$ cat config.mk
export PLATFORM = sky130hd
export DESIGN_NAME = systolic_seq_ctrl
export DESIGN_NICKNAME = d
export VERILOG_FILES = /design/src/rtl/systolic_pkg.sv /design/src/rtl/systolic_operand_buf.sv /design/src/rtl/systolic_seq_ctrl.sv
export SDC_FILE = /design/constraint.sdc
export NUM_CORES = 1
export LEC_CHECK = 0
export ABC_AREA = 1
export ABC_CLOCK_PERIOD_IN_PS = 3000
export BUFFER_PORTS_ARGS = -buffer_cell sky130_fd_sc_hd__buf_2
export CAP_MARGIN = 20
export CORE_MARGIN = 2
export CORE_UTILIZATION = 29
export DETAILED_ROUTE_END_ITERATION = 6
export SETUP_SLACK_MARGIN = 0.1
export SYNTH_ARGS = -nofsm -noshare
export SYNTH_HDL_FRONTEND = slang
export SYNTH_HIERARCHICAL = 1
export SYNTH_SLANG_ARGS = --single-unit
$ cat constraint.sdc
create_clock -name clk_i -period 3 [get_ports clk_i]
set_input_delay 0.3 -clock clk_i [delete_from_list [all_inputs] [get_ports clk_i]]
set_output_delay 0.3 -clock clk_i [all_outputs]
set_load 0.01 [all_outputs]
$ cat src/rtl/systolic_pkg.sv
// systolic_pkg: state encoding, default sizes and index
// helpers shared by the systolic sequencer files.
package systolic_pkg;

   typedef enum logic [2:0] {
      LOAD,
      CLEAR,
      FEED,
      SETTLE,
      CAPTURE,
      OUT
   } state_e;

   function automatic int cnt_w(input int count);
      return $clog2(count) + 1;
   endfunction

   // Operand buffer holds A row-major, then B row-major.
   function automatic int buf_idx(
      input int n,
      input int row,
      input int col,
      input int mat
   );
      return mat * n * n + row * n + col;
   endfunction

   function automatic int skew_idx(input int t, input int lane);
      return t - lane;
   endfunction

   localparam int WIDTH_LP  = 8;
   localparam int N_LP      = 2;
   localparam int NN_LP     = N_LP * N_LP;
   localparam int LOAD_W_LP = cnt_w(2 * NN_LP);
   localparam int T_W_LP    = cnt_w(2 * N_LP - 1);

endpackage

$ cat src/rtl/systolic_operand_buf.sv
// systolic_operand_buf: A/B operand register file with one
// write port and diagonally skewed row/column read ports.
module systolic_operand_buf
   import systolic_pkg::*;
#(
   parameter int width_p  = WIDTH_LP,
   parameter int n_p      = N_LP,
   parameter int addr_w_p = LOAD_W_LP,
   parameter int t_w_p    = T_W_LP
) (
   input  logic                   clk_i,
   input  logic                   reset_ni,
   input  logic                   we_i,
   input  logic [addr_w_p-1:0]    waddr_i,
   input  logic [width_p-1:0]     wdata_i,
   input  logic [t_w_p-1:0]       t_i,
   output logic [n_p*width_p-1:0] row_data_o,
   output logic [n_p-1:0]         row_hit_o,
   output logic [n_p*width_p-1:0] col_data_o,
   output logic [n_p-1:0]         col_hit_o
);

   localparam int DEPTH = 2 * n_p * n_p;
   localparam int IW    = $clog2(DEPTH);

   logic [width_p-1:0] mem_q [DEPTH];
   int                 k;

   always_ff @(posedge clk_i or negedge reset_ni) begin
      if (!reset_ni) begin
         for (int i = 0; i < DEPTH; i++) begin
            mem_q[i] <= '0;
         end
      end else if (we_i) begin
         for (int i = 0; i < DEPTH; i++) begin
            if (waddr_i == addr_w_p'(i)) begin
               mem_q[i] <= wdata_i;
            end
         end
      end
   end

   // Lane l sees element t-l of its row of A / column of B.
   always_comb begin
      row_data_o = '0;
      row_hit_o  = '0;
      col_data_o = '0;
      col_hit_o  = '0;
      k          = 0;
      for (int l = 0; l < n_p; l++) begin
         k = skew_idx(int'(t_i), l);
         if (k >= 0 && k < n_p) begin
            row_hit_o[l] = 1'b1;
            col_hit_o[l] = 1'b1;
            row_data_o[l*width_p +: width_p] =
               mem_q[IW'(buf_idx(n_p, l, k, 0))];
            col_data_o[l*width_p +: width_p] =
               mem_q[IW'(buf_idx(n_p, k, l, 1))];
         end
      end
   end

endmodule

$ cat src/rtl/systolic_seq_ctrl.sv
// systolic_seq_ctrl: loads A/B, feeds the PE grid with skew,
// waits for it to settle and streams the captured results.
module systolic_seq_ctrl
   import systolic_pkg::*;
#(
   parameter int width_p         = WIDTH_LP,
   parameter int array_width_p   = N_LP,
   parameter int array_height_p  = N_LP,
   parameter int settle_cycles_p = 3
) (
   input  logic                 clk_i,
   input  logic                 reset_ni,
   input  logic                 en_i,
   input  logic                 flush_i,
   input  logic                 valid_i,
   output logic                 ready_o,
   input  logic [width_p-1:0]   data_i,
   output logic                 valid_o,
   input  logic                 yumi_i,
   output logic [width_p-1:0]   data_o,
   output logic [array_width_p*width_p-1:0] row_data_o,
   output logic [array_width_p-1:0]         row_valid_o,
   output logic [array_width_p*width_p-1:0] col_data_o,
   output logic [array_width_p-1:0]         col_valid_o,
   output logic                 acc_clear_o,
   output logic                 array_en_o,
   input  logic [array_width_p*array_width_p*width_p-1:0] acc_i,
   output logic                 busy_o
);

   localparam int N      = array_width_p;
   localparam int NN     = N * N;
   localparam int LOAD_W = cnt_w(2 * NN);
   localparam int OUT_W  = cnt_w(NN);
   localparam int T_W    = cnt_w(2 * N - 1);
   localparam int S_W    = cnt_w(settle_cycles_p);

   if (array_width_p != array_height_p) begin : g_bad_shape
      $error("systolic_seq_ctrl: PE array must be square");
   end
   if (settle_cycles_p < 1) begin : g_bad_settle
      $error("systolic_seq_ctrl: settle_cycles_p must be >= 1");
   end

   state_e             state_q;
   state_e             state_d;
   logic               live_q;
   logic [LOAD_W-1:0]  load_cnt_q;
   logic [T_W-1:0]     t_q;
   logic [S_W-1:0]     settle_q;
   logic [OUT_W-1:0]   out_cnt_q;
   logic [width_p-1:0] outbuf_q [NN];

   logic             hs_in;
   logic             hs_out;
   logic             load_last;
   logic             t_last;
   logic             settle_last;
   logic             out_last;
   logic             feed_en;
   logic [N*width_p-1:0] row_data;
   logic [N*width_p-1:0] col_data;
   logic [N-1:0]     row_hit;
   logic [N-1:0]     col_hit;

   assign hs_in       = ready_o & valid_i;
   assign hs_out      = valid_o & yumi_i;
   assign load_last   = load_cnt_q == LOAD_W'(2 * NN - 1);
   assign t_last      = t_q == T_W'(2 * N - 2);
   assign settle_last = settle_q == S_W'(settle_cycles_p - 1);
   assign out_last    = out_cnt_q == OUT_W'(NN - 1);

   systolic_operand_buf #(
      .width_p  (width_p),
      .n_p      (N),
      .addr_w_p (LOAD_W),
      .t_w_p    (T_W)
   ) u_buf (
      .clk_i      (clk_i),
      .reset_ni   (reset_ni),
      .we_i       (hs_in & ~flush_i),
      .waddr_i    (load_cnt_q),
      .wdata_i    (data_i),
      .t_i        (t_q),
      .row_data_o (row_data),
      .row_hit_o  (row_hit),
      .col_data_o (col_data),
      .col_hit_o  (col_hit)
   );

   always_ff @(posedge clk_i or negedge reset_ni) begin
      if (!reset_ni) begin
         state_q <= LOAD;
         live_q  <= 1'b0;
      end else begin
         state_q <= state_d;
         live_q  <= 1'b1;
      end
   end

   always_comb begin
      state_d = state_q;
      if (flush_i) begin
         state_d = LOAD;
      end else if (en_i) begin
         unique case (state_q)
            LOAD:    if (hs_in && load_last) state_d = CLEAR;
            CLEAR:   state_d = FEED;
            FEED:    if (t_last) state_d = SETTLE;
            SETTLE:  if (settle_last) state_d = CAPTURE;
            CAPTURE: state_d = OUT;
            OUT:     if (hs_out && out_last) state_d = LOAD;
            default: state_d = LOAD;
         endcase
      end
   end

   always_comb begin
      ready_o     = 1'b0;
      valid_o     = 1'b0;
      acc_clear_o = 1'b0;
      array_en_o  = 1'b0;
      feed_en     = 1'b0;
      if (en_i) begin
         unique case (state_q)
            LOAD:    ready_o = live_q;
            CLEAR: begin
               acc_clear_o = 1'b1;
               array_en_o  = 1'b1;
            end
            FEED: begin
               array_en_o = 1'b1;
               feed_en    = 1'b1;
            end
            SETTLE:  array_en_o = 1'b1;
            CAPTURE: array_en_o = 1'b0;
            OUT:     valid_o = 1'b1;
            default: ready_o = 1'b0;
         endcase
      end
   end

   assign busy_o      = state_q != LOAD;
   assign row_valid_o = feed_en ? row_hit : '0;
   assign col_valid_o = feed_en ? col_hit : '0;
   assign row_data_o  = feed_en ? row_data : '0;
   assign col_data_o  = feed_en ? col_data : '0;

   // Flush outranks en_i so a frozen controller can still abort.
   always_ff @(posedge clk_i or negedge reset_ni) begin
      if (!reset_ni) begin
         load_cnt_q <= '0;
         t_q        <= '0;
         settle_q   <= '0;
         out_cnt_q  <= '0;
      end else if (flush_i) begin
         load_cnt_q <= '0;
         t_q        <= '0;
         settle_q   <= '0;
         out_cnt_q  <= '0;
      end else if (en_i) begin
         if (hs_in) begin
            load_cnt_q <= load_last ? '0
                        : load_cnt_q + LOAD_W'(1);
         end
         if (state_q == FEED) begin
            t_q <= t_last ? '0 : t_q + T_W'(1);
         end
         if (state_q == SETTLE) begin
            settle_q <= settle_last ? '0
                      : settle_q + S_W'(1);
         end
         if (hs_out) begin
            out_cnt_q <= out_last ? '0
                       : out_cnt_q + OUT_W'(1);
         end
      end
   end

   always_ff @(posedge clk_i or negedge reset_ni) begin
      if (!reset_ni) begin
         for (int i = 0; i < NN; i++) begin
            outbuf_q[i] <= '0;
         end
      end else if (en_i && !flush_i && state_q == CAPTURE) begin
         for (int i = 0; i < NN; i++) begin
            outbuf_q[i] <= acc_i[i*width_p +: width_p];
         end
      end
   end

   always_comb begin
      data_o = '0;
      if (state_q == OUT) begin
         for (int i = 0; i < NN; i++) begin
            if (out_cnt_q == OUT_W'(i)) begin
               data_o = outbuf_q[i];
            end
         end
      end
   end

endmodule

# --- Word-level counts from Yosys, hierarchy flattened ---
# Cells that the tools add are included.
classes:
  n_addsub: 9
  order_cmp: 8
  eq_ne: 21
  muxes: 59
  n_bitwise: 8
  n_reduce_logical: 30
op_table:
  columns: ["operator", "n"]
  rows:
  - ["2-to-1 mux 8 bit", 17]
  - ["binary-select mux 8 bit (select 3 bit)", 4]
  - ["2-to-1 mux 3 bit", 18]
  - ["2-to-1 mux 16 bit", 2]
  - ["AND reduction 2 bit", 12]
  - ["== test 3 x 2 -> 1 bit, second input constant", 6]
  - ["one-hot mux 3 bit (6 select lines)", 1]
  - ["== test 4 x 3 -> 1 bit, second input constant", 4]
  - ["greater-or-equal comparator 3 x 4 -> 1 bit, second input constant", 4]
  - ["2-to-1 mux 4 bit", 4]
  - ["2-to-1 mux 1 bit", 12]
  - ["inequality test 3 bit, second input constant", 4]
  - ["NOT 3 bit", 4]
  - ["nonzero test 2 bit", 5]
  - ["adder 3 x 1 -> 3 bit, second input constant", 3]
  - ["adder 3 bit, first input constant", 3]
  - ["== test 4 x 2 -> 1 bit, second input constant", 2]
  - ["== test 3 x 1 -> 1 bit, second input constant", 2]
  - ["== test 3 bit, second input constant", 2]
  - ["logical AND 1 bit", 6]
  - ["logical NOT 3 bit", 2]
  - ["AND reduction 5 bit", 1]
  - ["adder 4 x 1 -> 4 bit, second input constant", 1]
  - ["== test 4 x 1 -> 1 bit, second input constant", 1]
  - ["other kinds (13)", 15]
word_totals:
  ff_bits: 113
  inputBits: 46
  output_inout_bits: 49
  elab_cells: 153

# --- Depth between registers and ports, before layout ---
# Gate-level depths: netlist of run 1.
logic_depth:
  word_depth: 9
  mapped_depth: 14

# --- By module ---
# Netlist of run 1, hierarchy kept.
modules_own_cells:
  columns: ["module", "n_inst", "cells_per_inst", "area_per_inst_um2", "seq_area_each_um2"]
  rows:
  - ["systolic_operand_buf", 1, 459, 3358.2, 1601.5]
  - ["systolic_seq_ctrl", 1, 340, 2939.1, 1226.2]

# --- Worst setup path after synthesis of run 1 ---
# No wires, ideal clock.
synth_path:
  path_kind: "register to output"
  start: "reg t_q[0]"
  end: "out row_valid_o[1]"
  arrival_time_ps: 1929
  slack_ps: 771
  path_stages_with_launch: 13
  n_path_buf: 6
  path_cell_list: "dfrtp_1 -> buf_4 -> inv_1 -> buf_4 -> buf_2 -> ha_1 -> buf_2 -> nand3_2 -> buf_2 -> inv_1 -> buf_4 -> inv_1 -> nor2_1"
synth_via:
  elab_chain_cells: 5
  elab_cells_between_ends: 6
synth_lines:
  columns: ["element", "line", "rtl"]
  rows:
  - ["from (decl)", "systolic_seq_ctrl.sv:49", "logic [T_W-1:0] t_q;"]
  - ["from (signal assigned)", "systolic_seq_ctrl.sv:167", "t_q <= t_last ? '0 : t_q + T_W'(1);"]
  - ["subtractor 3 x 1 -> 4 bit *", "systolic_pkg.sv:29", "return t - lane;"]
  - ["greater-or-equal comparator 4 x 1 -> 1 bit or less-than comparator 4 x 3 -> 1 bit (tied branches)", "systolic_operand_buf.sv:52", "if (k >= 0 && k < n_p) begin"]
  - ["logical AND 1 bit *", "systolic_operand_buf.sv:52", null]
  - ["2-to-1 mux 1 bit *", null, null]
  - ["net col_hit[1]", "systolic_seq_ctrl.sv:64", "logic [N-1:0] col_hit;"]
  - ["2-to-1 mux 2 bit *", "systolic_seq_ctrl.sv:144", "assign row_valid_o = feed_en ? row_hit : '0;"]
  - ["to (decl)", "systolic_seq_ctrl.sv:22", "output logic [array_width_p-1:0] row_valid_o,"]
# The timed path passes the listed nets; every way through them passes the cells marked *.

# --- Worst setup path in the final report of run 1 ---
layout_path:
  start: "reg t_q[1]"
  end: "out row_data_o[9]"
layout_via:
  elab_chain_cells: 8
  elab_cells_between_ends: 11
layout_lines:
  columns: ["element", "line", "rtl"]
  rows:
  - ["subtractor 3 x 1 -> 4 bit *", "systolic_pkg.sv:29", null]
  - ["adder 3 bit", "systolic_pkg.sv:25", "return mat * n * n + row * n + col;"]
  - ["NOT 3 bit (implied by the code)", "systolic_operand_buf.sv:56", "mem_q[IW'(buf_idx(n_p, l, k, 0))];"]
  - ["binary-select mux 8 bit (select 3 bit)", "systolic_operand_buf.sv:56", null]
  - ["2-to-1 mux 8 bit (implied by the code) (2 in a row)", "systolic_operand_buf.sv:56", null]
  - ["2-to-1 mux 8 bit *", "systolic_operand_buf.sv:52", null]
  - ["net row_data[9]", "systolic_seq_ctrl.sv:61", "logic [N*width_p-1:0] row_data;"]
  - ["2-to-1 mux 16 bit *", "systolic_seq_ctrl.sv:146", "assign row_data_o = feed_en ? row_data : '0;"]
  - ["to (decl)", "systolic_seq_ctrl.sv:21", "output logic [array_width_p*width_p-1:0] row_data_o,"]
# The timed path passes the listed nets; every way through them passes the cells marked *. The select of a mux whose other input is x is not followed.

==> impl_metrics.py, run 1 <==
metrics = {
    "yosys": {
        "ys_types": 29,
        "ys_seq_elements": 113,
        "synth_area_leader_cell": "dfrtp_1",
        "syn_area_mm2": 0.00630,
        "avgSynthCellArea_um2": 7.88,
        "syn_inst": 799,
        "synth_nets": 851,
        "netlist_top_cells_area": "dfrtp_1 45%, nand2_1 13%, inv_1 7.3%, mux2_4 7.2%, o21ai_0 4.8%",
        "synth-warning-count": 6,
        "netlist.area_leader.share_pct": 44.9,
        "synth-seq-area-share_pct": 44.9,
    },
    "clock_network": {
        "worstSkewPairLatency_ps": 420,
        "clockBufferDepth": 2,
        "clock-sinks": 113,
        "clk_pin_slew_ps": 60,
        "numCtsBuffers": 17,
        "cts_resized": 0,
        "cts_tree": "done",
        "postCtsSetupBuffers": 0,
        "cts_max_level": 4,
        "cts-root-buf": "clkbuf_16",
        "holdBufCountCts": 1,
    },
    "sta": {
        "finClkSkew_ps": 5.94,
        "hold_ws_ps": 108,
        "slew_headroom_pct": 45.7,
        "grt_setup_unrepaired": "no",
        "finalHoldViolCount": 0,
        "setup_tns_ps": 0,
        "drv_slew": 0,
        "fin_crit_sh_pct": 88.2,
        "setup_ws_ps": 353,
        "worst_pin_slew_ps": 812,
        "max_freq_mhz": 378,
        "finalSetupViolCount": 0,
        "final.min_clock_period_ps": 2650,
    },
    "final_layout": {
        "area_delta_synth_final_pct": 19.7,
        "drive_gt1_share_pct": 20.5,
        "layout.nets": 937,
        "diodes": 0,
        "fillers": 2207,
        "final_core_util_pct": 35.6,
    },
    "setup_path": {
        "r2r-start": "state_q[0]$_DFFE_PN0P_",
        "path_delay_family": "simple AND/OR/NAND/NOR gates",
        "critPathSlowestCell": "ha_1",
        "r2r_slack_ps": 680,
        "critPathKind": "reg2out",
        "critical_path.cell_chain": "buf_4 -> inv_1 -> ha_1 -> nand3_2 -> nor2_1 -> inv_1 -> nor2_1 -> buf_2",
        "cp_slowest_stage_delay_ps": 460,
        "cp.arrival_ps": 2350,
        "cp-start-kind": "register",
        "timing.critical_path.from": "t_q[1]$_DFFE_PN0P_",
        "cp.required_ps": 2700,
        "worst-path-buf-inv": 4,
        "worst-path-max-fanout": 17,
        "crit_path_end_kind": "output pin",
    },
    "detailed_routing": {
        "drc_errors": 0,
        "vias": 5350,
        "drt-initial-drc-count": 319,
        "routed_wl_mm": 15.9,
        "avgRoutedWirePerCell_um": 13.6,
        "dr.pass1.iters": 5,
        "via_per_inst": 4.56,
        "ant_nets": 0,
    },
    "grt": {
        "grt_pass1_vias": 5155,
        "grt_pass1_wl_mm": 26.6,
        "grt_max_degree": 76,
        "antenna_found_initial": 2,
        "overflow": 0,
        "track_usage_pct": 15.0,
    },
    "die": {
        "dieWidth_um": 151,
        "core.rowCount": 53,
        "io_pins": 95,
        "dieArea_mm2": 0.0229,
        "initial_core_util_pct": 29.8,
        "die_height_um": 151,
        "core_mm2": 0.0212,
    },
    "placement": {
        "hpwl_mm": 11.3,
        "routabilityCongestion": 0.833,
        "pre_cts_ws_ps": 695,
        "portBuffers": 94,
    },
    "power": {
        "p_total_mw": 5.57,
        "ir_drop_mv": 0.434,
        "power.density_mw_per_mm2": 738,
        "p_leak_nw": 3.91,
    },
    "worst_hold_path": {
        "hp-class": "in2reg",
        "timing.hold.worst.start": "acc_i[20]",
    },
    "run": {
        "maxCapViolCount": 0,
    },
    "status": {
        "status": "finished, final reports clean",
    },
}
## sequential cells by signal (all words and copies together), names as in the netlist
| name | flops |
|---|---|
| live_q | 1 |
| load_cnt_q | 4 |
| out_cnt_q | 3 |
| outbuf_q | 32 |
| settle_q | 3 |
| state_q | 3 |
| t_q | 3 |
| u_buf/mem_q | 64 |
## worst paths after layout
path / endpoint / cells after the start
max in group asynchronous: outbuf_q[24]$_DFFE_PN0P_ / 3
worst max-delay path: row_data_o[9] / 8
worst max register to register: u_buf/mem_q[25]$_DFFE_PN0P_ / 8
worst min register to register: u_buf/mem_q[41]$_DFFE_PN0P_ / 2
worst min-delay path: outbuf_q[12]$_DFFE_PN0P_ / 2
min in group asynchronous: u_buf/mem_q[15]$_DFFE_PN0P_ / 2
## report_power, final
group          switching (mW)  total [mW]  leakage [nW]  internal [mW]
Clock                   0.717        2.03         0.285           1.31
Combinational           0.893        1.55          2.16          0.653
Sequential              0.178        1.99          1.47           1.81
Total                    1.79        5.57          3.91           3.78
## per-layer routing
| metal | GRT usage (%) | part of all wire (%) |
|---|---|---|
| met4 | 5.98 | 2.4 |
| met5 | 0 | 0.069 |
| met2 | 22.3 | 43 |
| met1 | 20.2 | 47 |
| met3 | 4.73 | 7.4 |
## cells by family (layout without fill, tap and decap cells)
group | count (synthesis) | after routing | share of synthesized area [%]
simple gates | 368 | 368 | 25.0
buf+inv | 158 | 256 | 11.0
compound gates | 121 | 121 | 10.3
flops | 113 | 113 | 44.9
mux | 32 | 32 | 7.51
fa+ha+maj | 6 | 6 | 1.19
other cells | 1 | 1 | 0.0595
## layout make-up
class | count | area [um^2] | share of cell area [%]
Sequential cell | 113 | 2830 | 37.5
Inverter | 124 | 465 | 6.17
Clock buffer | 20 | 447 | 5.92
Clock inverter | 11 | 139 | 1.84
Multi-Input combinational cell | 528 | 2780 | 36.8
Timing Repair Buffer | 101 | 541 | 7.17
Tap cell | 275 | 344 | 4.56
## Yosys cell counts, drive strengths merged
library cell and count:
conb 1, o211ai 12, nand4 10, nand2 232
a31oi 8, ha 6, dfrtp 113, buf 26
nor3b 1, a21oi 19, nor3 6, o21ai 79
nor2 81, a211oi 1, mux2 32, nand3 38
o22ai 2, clkbuf 8, inv 124
## cell usage in the layout (no fill, tap or decap), types with 7 or more instances in the layout
| master | count |
|---|---|
| nand2_2 | 7 |
| clkbuf_16 | 17 |
| o21ai_0 | 61 |
| inv_1 | 123 |
| a21oi_1 | 19 |
| o211ai_1 | 12 |
| nand2_1 | 225 |
| buf_2 | 93 |
| nor2_1 | 70 |
| nand3_1 | 35 |
| o21ai_1 | 18 |
| dfrtp_1 | 113 |
| mux2_4 | 30 |
| nor2_4 | 7 |
| a31oi_1 | 8 |
| nand4_1 | 9 |
## through the flow
step | instances | cell area (um^2)
final | 1172 | 7540
after global routing | 1172 | 7540
after CTS | 1172 | 7540
after detailed placement | 1140 | 6950
after global placement | 1140 | 6950
after floorplan | 799 | 6300
No activity file was read; power rests on OpenSTA's default activity.
==> inputs of run 2 (changes only) <==
Settings changed: BUFFER_PORTS_ARGS -buffer_cell sky130_fd_sc_hd__buf_2 to -buffer_cell sky130_fd_sc_hd__clkbuf_2, CORE_UTILIZATION 29 to 45, PLACE_DENSITY set to 0.65.
==> run 2 against run 1 <==
Final cell count decreased by 7.9%. Clock power increased by 5%. Die area decreased by 35%. Largest cell class unchanged.
==> impl_metrics.py, run 2 (synthesis gave the netlist of run 1 again) <==
metrics = {
    "detailed_routing": {
        "dr.pass1.iters": 4,
        "wl_met3_um": 797,
        "vias": 5277,
        "avgRoutedWirePerCell_um": 14.3,
        "drt-initial-drc-count": 363,
        "ant_nets": 0,
        "top_layer_used": "met4",
        "via_per_inst": 4.89,
        "met1_length_mm": 7.25,
        "routed_wl_mm": 15.5,
        "wl_met2_mm": 7.11,
        "drc_errors": 0,
    },
    "worst_hold_path": {
        "hp-class": "in2reg",
    },
    "grt": {
        "overflow": 0,
        "grt_pass1_vias": 4979,
        "track_usage_pct": 21.9,
        "antenna_found_initial": 0,
        "grt_pass1_wl_mm": 24.9,
        "grt_max_degree": 56,
    },
    "sta": {
        "finClkSkew_ps": 4.63,
        "finalHoldViolCount": 0,
        "final.min_clock_period_ps": 2550,
        "finalSetupViolCount": 0,
        "worst_pin_slew_ps": 803,
        "max_freq_mhz": 393,
        "setup_tns_ps": 0,
        "fin_crit_sh_pct": 84.9,
        "grt_setup_unrepaired": "no",
        "drv_slew": 0,
        "hold_ws_ps": 112,
        "slew_headroom_pct": 46.4,
    },
    "setup_path": {
        "worst-path-max-fanout": 17,
        "cp.required_ps": 2700,
        "crit_path_end_kind": "output pin",
        "cp-start-kind": "register",
        "cp.arrival_ps": 2250,
        "critPathKind": "reg2out",
    },
    "clock_network": {
        "clockBufferDepth": 2,
        "clk_pin_slew_ps": 50,
        "holdBufCountCts": 1,
        "numCtsBuffers": 17,
        "postCtsSetupBuffers": 0,
        "cts_tree": "done",
        "cts_max_level": 4,
        "cts-root-buf": "clkbuf_16",
        "clock-sinks": 113,
        "worstSkewPairLatency_ps": 410,
        "cts_resized": 0,
    },
    "final_layout": {
        "diodes": 0,
        "area_delta_synth_final_pct": 18.8,
        "fin_cells": 1079,
        "largest_register_ffs": 64,
        "reg_top3": "u_buf/mem_q: 64 flops, outbuf_q: 32 flops, load_cnt_q: 4 flops",
        "design_area_mm2": 0.00748,
        "largest_register": "u_buf/mem_q",
        "layout_commonest_cell": "nand2_1",
        "mostFrequentLayoutCells": "225 x nand2_1, 123 x inv_1, 113 x dfrtp_1",
        "layout.nets": 939,
        "drive_gt1_share_pct": 20.8,
    },
    "run": {
        "maxCapViolCount": 0,
    },
    "power": {
        "p_leak_nw": 3.91,
        "power.density_mw_per_mm2": 764,
        "p_total_mw": 5.71,
        "ir_drop_mv": 0.374,
    },
    "placement": {
        "dpl_cell_area_mm2": 0.00684,
        "dp_cells": 1047,
        "portBuffers": 94,
        "hpwl_mm": 10.7,
        "routabilityCongestion": 0.926,
    },
    "die": {
        "die_height_um": 122,
        "core.rowCount": 43,
        "io_pins": 95,
        "core_mm2": 0.0138,
        "dieWidth_um": 122,
        "dieArea_mm2": 0.0150,
        "initial_core_util_pct": 45.7,
    },
    "status": {
        "status": "finished, final reports clean",
    },
}
## run 2: cell count changes in the layout (fill, tap and decap cells not counted), moves of 2 or more
| cell | change |
|---|---|
| buf_2 | -93 |
| buf_4 | +2 |
| clkbuf_2 | +93 |
| clkbuf_8 | +2 |
| clkinv_2 | -2 |
## run 2: worst max-delay path: stages, from the launching register on
cell and delay, ps:
dfrtp_1 340, inv_1 120, ha_1 460, nand3_2 360
nor2_1 250, inv_1 70, nor2_1 100, clkbuf_2 140
## run 2: power breakdown
part,internal [mW],leakage (nW),switching (mW)
combinational,0.654,2.14,0.914
clock,1.44,0.301,0.700
sequential,1.81,1.47,0.187
## run 2: final timing paths
path	slack, ps	endpoint	start	cells after the start
min in group asynchronous	430	u_buf/mem_q[18]$_DFFE_PN0P_	reset_ni	2
max in group asynchronous	1760	outbuf_q[4]$_DFFE_PN0P_	reset_ni	3
hold / removal	110	outbuf_q[28]$_DFFE_PN0P_	acc_i[4]	2
hold reg to reg	470	u_buf/mem_q[43]$_DFFE_PN0P_	u_buf/mem_q[43]$_DFFE_PN0P_	2
setup / recovery	450	row_data_o[14]	t_q[1]$_DFFE_PN0P_	7
setup reg to reg	820	u_buf/mem_q[25]$_DFFE_PN0P_	state_q[0]$_DFFE_PN0P_	8
## run 2: per-layer routing
metal	track usage, %	vias to the layer above
li1	-	2693
met1	29.4	2437
met2	34.1	126
met3	5.34	21
met4	8.55	0
met5	0	-
## run 2: metrics by stage
step | utilization, % | setup slack [ps]
floorplan | - | 771
global placement | 49.7 | 894
detailed placement | 49.7 | 806
CTS | 54.3 | 395
global route | 54.3 | 204
finish | 54.3 | 454
## run 2: layout make-up
type | instances | area (um^2)
sequential | 113 | 2830
tap | 180 | 225
fill | 1338 | 6290
clock inverter | 10 | 158
timing repair buffer | 103 | 556
multi-input combinational | 528 | 2780
clock buffer | 21 | 470
inverter | 124 | 465
